### config.mk
export PLATFORM = sky130hd
export DESIGN_NAME = alu_pipe_flat
export DESIGN_NICKNAME = d
export VERILOG_FILES = /design/src/rtl/alu_pkg.sv /design/src/rtl/alu_pipe_if.sv /design/src/rtl/alu_core.sv /design/src/rtl/alu_pipe.sv /design/src/flat_wrapper.sv
export SDC_FILE = /design/constraint.sdc
export NUM_CORES = 1
export LEC_CHECK = 0
export BUFFER_PORTS_ARGS = -buffer_cell sky130_fd_sc_hd__buf_2
export CAP_MARGIN = 20
export CORE_UTILIZATION = 46
export CTS_CLUSTER_DIAMETER = 60
export DETAILED_ROUTE_END_ITERATION = 10
export PLACE_DENSITY_LB_ADDON = 0.3
export SLEW_MARGIN = 15
export SYNTH_ARGS = -nofsm -noshare
export SYNTH_HDL_FRONTEND = slang
export SYNTH_SLANG_ARGS = --single-unit
### constraint.sdc
create_clock -name clk -period 6.1 [get_ports clk]
set_input_delay 0.915 -clock clk [delete_from_list [all_inputs] [get_ports clk]]
set_output_delay 0.915 -clock clk [all_outputs]
set_load 0.005 [all_outputs]
### src/rtl/alu_pkg.sv
// Opcode encoding and legality check shared by the ALU pipeline.
// ALU_SHIFT_EN enables the SLL/SRL/SRA opcodes (3/4/5).
package alu_pkg;
    localparam logic [3:0] OP_AND = 4'd0;
    localparam logic [3:0] OP_OR  = 4'd1;
    localparam logic [3:0] OP_ADD = 4'd2;
    localparam logic [3:0] OP_SLL = 4'd3;
    localparam logic [3:0] OP_SRL = 4'd4;
    localparam logic [3:0] OP_SRA = 4'd5;
    localparam logic [3:0] OP_SUB = 4'd6;
    localparam logic [3:0] OP_SLT = 4'd7;
    localparam logic [3:0] OP_NOR = 4'd12;

    function automatic logic op_legal(input logic [3:0] op);
        case (op)
            OP_AND, OP_OR, OP_ADD, OP_SUB, OP_SLT, OP_NOR: op_legal = 1'b1;
`ifdef ALU_SHIFT_EN
            OP_SLL, OP_SRL, OP_SRA: op_legal = 1'b1;
`endif
            default: op_legal = 1'b0;
        endcase
    endfunction
endpackage

### src/rtl/alu_pipe_if.sv
// Handshake/operand/result bundle between decode, alu_pipe and writeback.
interface alu_pipe_if #(
    parameter int WIDTH = 32,
    parameter int CNT_W = 16
);
    logic             in_valid;
    logic             in_ready;
    logic [WIDTH-1:0] src1;
    logic [WIDTH-1:0] src2;
    logic [3:0]       ALU_control;
    logic             out_valid;
    logic             out_ready;
    logic [WIDTH-1:0] result;
    logic             zero;
    logic             cout;
    logic             overflow;
    logic             err;
    logic [CNT_W-1:0] done_cnt;

    modport slave (
        input  in_valid, src1, src2, ALU_control, out_ready,
        output in_ready, out_valid, result, zero, cout, overflow, err, done_cnt
    );
    modport master (
        output in_valid, src1, src2, ALU_control, out_ready,
        input  in_ready, out_valid, result, zero, cout, overflow, err, done_cnt
    );
endinterface

### src/rtl/alu_core.sv
// Combinational ALU datapath between the S1 and S2 registers.
// ALU_SHIFT_EN adds the shift opcodes; otherwise they report err.
module alu_core
    import alu_pkg::*;
#(
    parameter int WIDTH = 32
) (
    input  logic [WIDTH-1:0] i_src1,
    input  logic [WIDTH-1:0] i_src2,
    input  logic [3:0]       i_op,
    output logic [WIDTH-1:0] o_result,
    output logic             o_zero,
    output logic             o_cout,
    output logic             o_overflow,
    output logic             o_err
);
`ifdef ALU_SHIFT_EN
    localparam int SH_W = $clog2(WIDTH);
`endif

    logic [WIDTH:0] w_add;
    logic [WIDTH:0] w_sub;
    logic           w_add_ovf;
    logic           w_sub_ovf;
    logic           w_legal;

    assign w_add     = {1'b0, i_src1} + {1'b0, i_src2};
    assign w_sub     = {1'b0, i_src1} + {1'b0, ~i_src2} + {{WIDTH{1'b0}}, 1'b1};
    assign w_add_ovf = (i_src1[WIDTH-1] == i_src2[WIDTH-1]) && (w_add[WIDTH-1] != i_src1[WIDTH-1]);
    assign w_sub_ovf = (i_src1[WIDTH-1] != i_src2[WIDTH-1]) && (w_sub[WIDTH-1] != i_src1[WIDTH-1]);
    assign w_legal   = op_legal(i_op);

    always_comb begin
        o_result   = '0;
        o_cout     = 1'b0;
        o_overflow = 1'b0;
        case (i_op)
            OP_AND: o_result = i_src1 & i_src2;
            OP_OR:  o_result = i_src1 | i_src2;
            OP_NOR: o_result = ~(i_src1 | i_src2);
            OP_ADD: begin
                o_result   = w_add[WIDTH-1:0];
                o_cout     = w_add[WIDTH];
                o_overflow = w_add_ovf;
            end
            OP_SUB: begin
                o_result   = w_sub[WIDTH-1:0];
                o_cout     = w_sub[WIDTH];
                o_overflow = w_sub_ovf;
            end
            // sign of the true difference is the raw sign corrected by overflow
            OP_SLT: o_result = {{(WIDTH-1){1'b0}}, w_sub[WIDTH-1] ^ w_sub_ovf};
`ifdef ALU_SHIFT_EN
            OP_SLL: o_result = i_src1 << i_src2[SH_W-1:0];
            OP_SRL: o_result = i_src1 >> i_src2[SH_W-1:0];
            OP_SRA: o_result = $signed(i_src1) >>> i_src2[SH_W-1:0];
`endif
            default: o_result = '0;
        endcase
    end

    assign o_err  = !w_legal;
    assign o_zero = w_legal && (o_result == '0);
endmodule

### src/rtl/alu_pipe.sv
// Two-stage valid/ready ALU pipeline with saturating completion counter.
// Build with ALU_SHIFT_EN to enable the shift opcodes in alu_core.
module alu_pipe
    import alu_pkg::*;
#(
    parameter int WIDTH = 32,
    parameter int CNT_W = 16
) (
    input  logic      clk,
    input  logic      rst_n,
    alu_pipe_if.slave bus
);
    localparam int STAGES = 2;

    logic [STAGES:1]  r_vld_pipe;
    logic [WIDTH-1:0] r_src1;
    logic [WIDTH-1:0] r_src2;
    logic [3:0]       r_op;
    logic [WIDTH-1:0] r_res;
    logic             r_zero;
    logic             r_cout;
    logic             r_ovf;
    logic             r_err;
    logic [CNT_W-1:0] r_cnt;

    logic             w_s1_adv;
    logic             w_s2_adv;
    logic             w_out_fire;
    logic [WIDTH-1:0] w_res;
    logic             w_zero;
    logic             w_cout;
    logic             w_ovf;
    logic             w_err;

    // a stage may load when empty or when its content moves on this edge
    assign w_s2_adv   = !r_vld_pipe[2] || bus.out_ready;
    assign w_s1_adv   = !r_vld_pipe[1] || w_s2_adv;
    assign w_out_fire = r_vld_pipe[2] && bus.out_ready;

    alu_core #(.WIDTH(WIDTH)) u_core (
        .i_src1    (r_src1),
        .i_src2    (r_src2),
        .i_op      (r_op),
        .o_result  (w_res),
        .o_zero    (w_zero),
        .o_cout    (w_cout),
        .o_overflow(w_ovf),
        .o_err     (w_err)
    );

    always_ff @(posedge clk or negedge rst_n) begin
        if (!rst_n) begin
            r_vld_pipe <= '0;
            r_src1     <= '0;
            r_src2     <= '0;
            r_op       <= '0;
            r_res      <= '0;
            r_zero     <= 1'b0;
            r_cout     <= 1'b0;
            r_ovf      <= 1'b0;
            r_err      <= 1'b0;
        end else begin
            if (w_s1_adv) begin
                r_vld_pipe[1] <= bus.in_valid;
                if (bus.in_valid) begin
                    r_src1 <= bus.src1;
                    r_src2 <= bus.src2;
                    r_op   <= bus.ALU_control;
                end
            end
            if (w_s2_adv) begin
                r_vld_pipe[2] <= r_vld_pipe[1];
                if (r_vld_pipe[1]) begin
                    r_res  <= w_res;
                    r_zero <= w_zero;
                    r_cout <= w_cout;
                    r_ovf  <= w_ovf;
                    r_err  <= w_err;
                end
            end
        end
    end

    always_ff @(posedge clk or negedge rst_n) begin
        if (!rst_n)
            r_cnt <= '0;
        else if (w_out_fire && (r_cnt != {CNT_W{1'b1}}))
            r_cnt <= r_cnt + 1'b1;
    end

    assign bus.in_ready  = w_s1_adv;
    assign bus.out_valid = r_vld_pipe[2];
    assign bus.result    = r_res;
    assign bus.zero      = r_zero;
    assign bus.cout      = r_cout;
    assign bus.overflow  = r_ovf;
    assign bus.err       = r_err;
    assign bus.done_cnt  = r_cnt;
endmodule

### src/flat_wrapper.sv
// flat-port wrapper written by rule: the top's interface ports become plain ports
module alu_pipe_flat import alu_pkg::*;
#(
    parameter int WIDTH = 32,
    parameter int CNT_W = 16
)
  (clk, rst_n, bus_in_valid, bus_src1, bus_src2, bus_ALU_control, bus_out_ready, bus_in_ready, bus_out_valid, bus_result, bus_zero, bus_cout, bus_overflow, bus_err, bus_done_cnt);
  alu_pipe_if #(.WIDTH(WIDTH), .CNT_W(CNT_W)) bus_i ();
  input  logic clk;
  input  logic rst_n;
  input wire logic [$bits(bus_i.in_valid)-1:0] bus_in_valid;
  input wire logic [$bits(bus_i.src1)-1:0] bus_src1;
  input wire logic [$bits(bus_i.src2)-1:0] bus_src2;
  input wire logic [$bits(bus_i.ALU_control)-1:0] bus_ALU_control;
  input wire logic [$bits(bus_i.out_ready)-1:0] bus_out_ready;
  output wire logic [$bits(bus_i.in_ready)-1:0] bus_in_ready;
  output wire logic [$bits(bus_i.out_valid)-1:0] bus_out_valid;
  output wire logic [$bits(bus_i.result)-1:0] bus_result;
  output wire logic [$bits(bus_i.zero)-1:0] bus_zero;
  output wire logic [$bits(bus_i.cout)-1:0] bus_cout;
  output wire logic [$bits(bus_i.overflow)-1:0] bus_overflow;
  output wire logic [$bits(bus_i.err)-1:0] bus_err;
  output wire logic [$bits(bus_i.done_cnt)-1:0] bus_done_cnt;
  assign bus_i.in_valid = bus_in_valid;
  assign bus_i.src1 = bus_src1;
  assign bus_i.src2 = bus_src2;
  assign bus_i.ALU_control = bus_ALU_control;
  assign bus_i.out_ready = bus_out_ready;
  assign bus_in_ready = bus_i.in_ready;
  assign bus_out_valid = bus_i.out_valid;
  assign bus_result = bus_i.result;
  assign bus_zero = bus_i.zero;
  assign bus_cout = bus_i.cout;
  assign bus_overflow = bus_i.overflow;
  assign bus_err = bus_i.err;
  assign bus_done_cnt = bus_i.done_cnt;
  alu_pipe #(.WIDTH(WIDTH), .CNT_W(CNT_W)) u_core (.clk(clk), .rst_n(rst_n), .bus(bus_i));
endmodule
# Yosys cells after proc, flatten, opt, wreduce, memory -nomap -nowiden
# Cells that the tools add are included.
dict set report classes {
  n_addsub 4
  eq_ne 10
  mux 4
  bitwise_logic 5
  n_reduce_logical 15
}
# cell n
set ops {}
lappend ops {{one-hot mux 32 bit (6 select lines)} 1}
lappend ops {{adder 32 x 32 -> 33 bit} 2}
lappend ops {{NOT 32 bit} 2}
lappend ops {{adder 33 x 1 -> 33 bit, second input constant} 1}
lappend ops {{AND 32 bit} 1}
lappend ops {{zero test 32 bit} 1}
lappend ops {{bitwise OR 32 bit} 1}
lappend ops {{adder 16 x 1 -> 16 bit, second input constant} 1}
lappend ops {{!= test 16 bit, second input constant} 1}
lappend ops {{== test 4 x 3 -> 1 bit, second input constant} 2}
lappend ops {{OR reduction 6 bit} 1}
lappend ops {{logical AND 1 bit} 5}
lappend ops {{== test 4 x 1 -> 1 bit, second input constant} 1}
lappend ops {{== test 4 x 2 -> 1 bit, second input constant} 1}
lappend ops {{== test 4 bit, second input constant} 1}
lappend ops {{zero test 4 bit} 1}
lappend ops {{one-hot mux 1 bit (2 select lines)} 2}
lappend ops {{AND reduction 2 bit} 2}
lappend ops {{zero test 1 bit} 3}
lappend ops {{!= test 1 bit} 3}
lappend ops {{logical OR 1 bit} 2}
lappend ops {{== test 1 bit} 1}
lappend ops {{2-to-1 mux 1 bit} 1}
lappend ops {{XOR 1 bit} 1}
dict set report word_totals {
  regBits 122
  inputBits 72
  output_inout_bits 54
  elab_cells 49
}

# Longest topological paths before layout
dict set report depth {
  word_depth 9
  mapped_depth 24
}

# Cells and area by module
# Synthesis repeated with hierarchy kept, for this count alone.
dict set report unflattened {
  cells_unflattened 1147
  hier_area_um2 10428.8
}
# mod n_inst cells_each area_each_um2 seq_area_each_um2
set modules_own_cells {}
lappend modules_own_cells {alu_core 1 842 5646.7 0.0}
lappend modules_own_cells {alu_pipe 1 305 4782.1 3052.9}

# Worst setup path after synthesis
# No wires, ideal clock.
dict set report synth_timing {
  path_type {reg2reg}
  from {register u_core.r_src2[7]}
  to {register u_core.r_zero (netlist: u_core.bus.zero)}
  setup_ns 0.092
  arrival_time_ns 4.777
  path_slack_ns 1.231
  path_stages_with_launch 25
  n_path_buf 2
  path_cell_list {dfrtp_1 > inv_1 > ha_1 > buf_2 > buf_2 > nor4_1 > o21ai_0 > a31oi_1 > nand4_1 > a21oi_1 > nor2_1 > o21a_1 > o21ai_0 > a21oi_1 > o21bai_1 > fa_1 > o22ai_1 > a32o_1 > a221oi_1 > nand4_1 > or4_1 > or4_1 > nor4_2 > nand4_1 > o31ai_2}
}
dict set report synth_via {
  elab_chain_cells 9
  elab_cells_between_ends 13
  classes_between {3 x add/sub; 1 x eq/ne; 1 x mux; 5 x bitwise; 3 x reduce/logical}
}
# element line
set synth_lines {}
lappend synth_lines {{start: declaration} alu_pipe.sv:17} ;# logic [WIDTH-1:0] r_src2;
lappend synth_lines {{start signal: assignment} alu_pipe.sv:67} ;# r_src2 <= bus.src2;
lappend synth_lines {{NOT 32 bit} alu_core.sv:28} ;# assign w_sub = {1'b0, i_src1} + {1'b0, ~i_src2} + {{WIDTH{1'b0}}, 1'b1};
lappend synth_lines {{adder 32 x 32 -> 33 bit} alu_core.sv:28}
lappend synth_lines {{adder 33 x 1 -> 33 bit} alu_core.sv:28}
lappend synth_lines {{!= test 1 bit} alu_core.sv:30} ;# assign w_sub_ovf = (i_src1[WIDTH-1] != i_src2[WIDTH-1]) && (w_sub[WIDTH-1] != i_src1[WIDTH-1]);
lappend synth_lines {{logical AND 1 bit} alu_core.sv:30}
lappend synth_lines {{XOR 1 bit} alu_core.sv:52} ;# OP_SLT: o_result = {{(WIDTH-1){1'b0}}, w_sub[WIDTH-1] ^ w_sub_ovf};
lappend synth_lines {{one-hot mux 32 bit (6 select lines) *} alu_core.sv:37} ;# case (i_op)
lappend synth_lines {{zero test 32 bit *} alu_core.sv:63} ;# assign o_zero = w_legal && (o_result == '0);
lappend synth_lines {{logical AND 1 bit *} alu_core.sv:63}
lappend synth_lines {{end signal: assignment} alu_pipe.sv:75} ;# r_zero <= w_zero;
lappend synth_lines {{end: declaration} alu_pipe.sv:20} ;# logic r_zero;
# Every way passes the cells marked *; elsewhere a longest branch is shown, timed or not.
# A chain may end at the register's enable or synchronous reset.

# Final worst setup path
dict set report layout_timing {
  from {register u_core.r_src2[22]}
  to {register u_core.r_zero (netlist: u_core.bus.zero)}
}
# The elaborated chain is that of the path after synthesis.

==> impl_metrics.ini <==
[min_path]
hold_path_class = register to register

[global_routing]
grt_pass1_wl_um = 49500
overflow = 0
grt_start_max_net_pins = 69
antenna_found_initial = 0
grt_usage_pct = 26.6
grt_pass1_vias = 9324

[synth]
syn_area_sq_mm = 0.0105
avgSynthCellArea_sq_um = 8.56
synthAdderAreaFrac_pct = 12.7
ys_ff_latch = 122
synth_compound_area_share_pct = 24.7
synth-simple-area-share_pct = 17.1
synthCells = 1226
synth_ff_type = dfrtp_1
muxShareOfSynthArea_pct = 8.12
synth-xor-area-share_pct = 1.84
synth-edff-count = 0
synth_top_family_by_area = compound AO/OA/AOI/OAI gates
synthArstFlopShare_pct = 100
syn_nets = 1403
yosysSeqAreaShare_pct = 29.1
yosysUniqueCellTypes = 78
yosys_warnings = 0

[worst_setup_path]
endpoint = u_core.bus.zero
cp.required_ns = 6.44
worstPathMaxFanout = 11
reg2reg_to = u_core.bus.zero
crit-reg2reg-launch = u_core.r_src2[22]
end_kind = register
crit_family = simple AND/OR/NAND/NOR gates
rrSetupSlack_ns = 0.58
crit_buf_inv = 1
reg2regPathDepth = 22
slowest_delay_ns = 0.68
critPathKind = register to register
arrival_ns = 5.87
crit_path_frequent_cell = a21oi_1
cp-start-kind = register
worstPathCellList = inv_1 -> ha_1 -> nor4_1 -> nand2_1 -> a21oi_1 -> a2111oi_0 -> a21oi_1 -> nor2_1 -> o21a_1 -> o21ai_0 -> a21oi_1 -> o21bai_1 -> fa_1 -> o22ai_1 -> a32o_1 -> a221oi_1 -> nand4_1 -> or4_1 -> or4_1 -> nor4_2 -> nand4_1 -> o31ai_2
crit_start = u_core.r_src2[22]
cp.depth = 22
slowest_stage = nor4_1

[sta]
worst_pin_slew_ns = 1.00
fin_crit_ns = 5.52
finalHoldViolCount = 0
slew_violations = 0
period_share_pct = 90.5
rsz0062_at_grt = no
maxSlewHeadroom_pct = 32.5
setup_ws_ns = 0.578
finalSetupTns_ns = 0
fmax_mhz = 181
skew_ns = 0.0102
setup_violations = 0

[cts]
insertion_delay_ns = 0.43
post_cts_buffers = 0
cts_tree = yes
cts-buffers-inserted = 17
cts_resized = 0
clock-sinks = 122
root_buffer = clkbuf_16
htree_levels = 4
cts_hold_buf = 0
clk_pin_slew_worst_paths_ns = 0.06
clock_path_buffers = 2

[placed_design]
place_area_sq_mm = 0.0114
place_ws_ns = 0.694
hpwl_um = 22800
gp_congestion = 0.962
portBuffers = 125

[cells_and_area]
layout-drive-gt1-share_pct = 20.3
final_core_util_pct = 54.0
num_antenna_cells = 0
nets = 1497
area_growth_pct = 13.7
final_area_sq_mm = 0.0119

[detailed_routing]
dr.pass1.iters = 6
totalWireLength_um = 30900
wl_per_cell_um = 19.1
dr_total_vias = 9885
viasPerCell = 6.13
drtIter0Drc = 826
drc = 0
drtAntennaViolNets = 0

[power_and_ir_drop]
ir_drop_mv = 0.153
power_mw = 3.98
power_leakage_nw = 5.61
power_per_cell_area_mw_per_mm2 = 334

[floorplanning]
core_sq_mm = 0.0221
rows = 54
die_w_um = 153
start_util_pct = 47.5
chipHeight_um = 153
dieArea_sq_mm = 0.0234
pin_count = 126

[outcome]
status = complete, no violations

[flow_run]
drv_cap = 0
-- cell type report --
type,instances,area (sq um)
Fill cell,2111,10200
Multi-Input combinational cell,931,6790
Sequential cell,122,3050
Timing Repair Buffer,144,771
Clock buffer,22,464
Inverter,104,390
Tap cell,280,350
Clock inverter,9,115
-- power by group --
| group | switching, mW | internal (mW) | total (mW) |
|---|---|---|---|
| clock network | 0.389 | 0.623 | 1.01 |
| registers | 0.157 | 0.970 | 1.13 |
| logic | 1.13 | 0.711 | 1.84 |
| total | 1.68 | 2.30 | 3.98 |
-- cells by family after synthesis --
| group | Yosys count |
|---|---|
| compound gates | 364 |
| xor+xnor | 22 |
| fa+ha+maj | 105 |
| buf+inv | 173 |
| flops | 122 |
| mux | 76 |
| simple gates | 364 |
-- routing by layer --
metal	global-route usage, %	wire length (um)
met1	35.9	13700
met2	40.1	13100
met3	8.05	3240
met4	9.62	812
met5	0	0
-- how the worst min path moves through the flow --
stage	startpoint	cells past startpoint	endpoint	slack, ns
2_1_floorplan	u_core.bus.result[12]	2	u_core.bus.result[12]	0.46
3_3_place_gp	u_core.bus.result[6]	2	u_core.bus.result[6]	0.46
3_5_place_dp	u_core.bus.result[17]	2	u_core.bus.result[17]	0.46
4_1_cts	u_core.bus.result[17]	2	u_core.bus.result[17]	0.47
5_1_grt	u_core.bus.result[22]	2	u_core.bus.result[22]	0.49
6_report	u_core.bus.result[17]	2	u_core.bus.result[17]	0.47
-- Yosys cell counts, types with 9 or more instances --
cell type    n  area, sq um
xnor2_1     13          114
o211ai_1    18          135
nor2b_1     13         81.3
ha_1       102         1280
mux2_2      73          822
and3_1       9         56.3
a221oi_1    19          166
nand4_1     17          106
a221o_1     15          150
nand2b_1     9         56.3
xor2_1       9         78.8
nand2_1     89          334
o21bai_1    10         75.1
a31oi_1     12         75.1
nor4_1      17          106
nand3_1     25          125
and2_1      11         68.8
a211oi_1    13         97.6
o31ai_1     21          158
clkbuf_1    49          184
a21o_1      15          113
inv_1      104          390
o21ai_0     51          255
nor3_1      27          135
a21oi_1     82          410
dfrtp_1    122         3050
nor2_1     105          394
-- worst register-to-register path: cells and delay by family (launching register included) --
kind | cells | cell delay [ns]
adders and majority gates | 2 | 0.68
DFF | 1 | 0.37
AOI/OAI and AO/OA | 11 | 2.07
buffers and inverters | 1 | 0.07
and+or+nand+nor | 8 | 2.25
-- cell usage in the layout (no fill, tap or decap), types with 17 or more instances in the layout --
cell type,Yosys,routed
buf_2,7,124
dfrtp_1,122,122
nor2_1,105,105
inv_1,104,104
ha_1,102,102
nand2_1,89,88
a21oi_1,82,82
mux2_2,73,73
o21ai_0,51,51
nor3_1,27,27
nand3_1,25,25
o31ai_1,21,21
buf_4,3,20
a221oi_1,19,19
o211ai_1,18,18
nand4_1,17,17
clkbuf_16,0,17
-- flip-flops by register name, indices dropped and copies added (netlist names) --
register             count
u_core.bus.overflow      1
u_core.r_op              4
u_core.bus.err           1
u_core.bus.done_cnt     16
u_core.bus.zero          1
u_core.r_src2           32
u_core.r_src1           32
u_core.bus.cout          1
u_core.bus.result       32
u_core.r_vld_pipe        2
-- metrics by stage --
step / hold slack, ns / instances
2_1_floorplan: 0.463 / 1226
3_3_place_gp: 0.456 / 1581
3_5_place_dp: 0.457 / 1581
4_1_cts: 0.470 / 1612
5_1_grt: 0.493 / 1612
6_report: 0.468 / 1612
No activity file was read; power rests on OpenSTA's default activity.
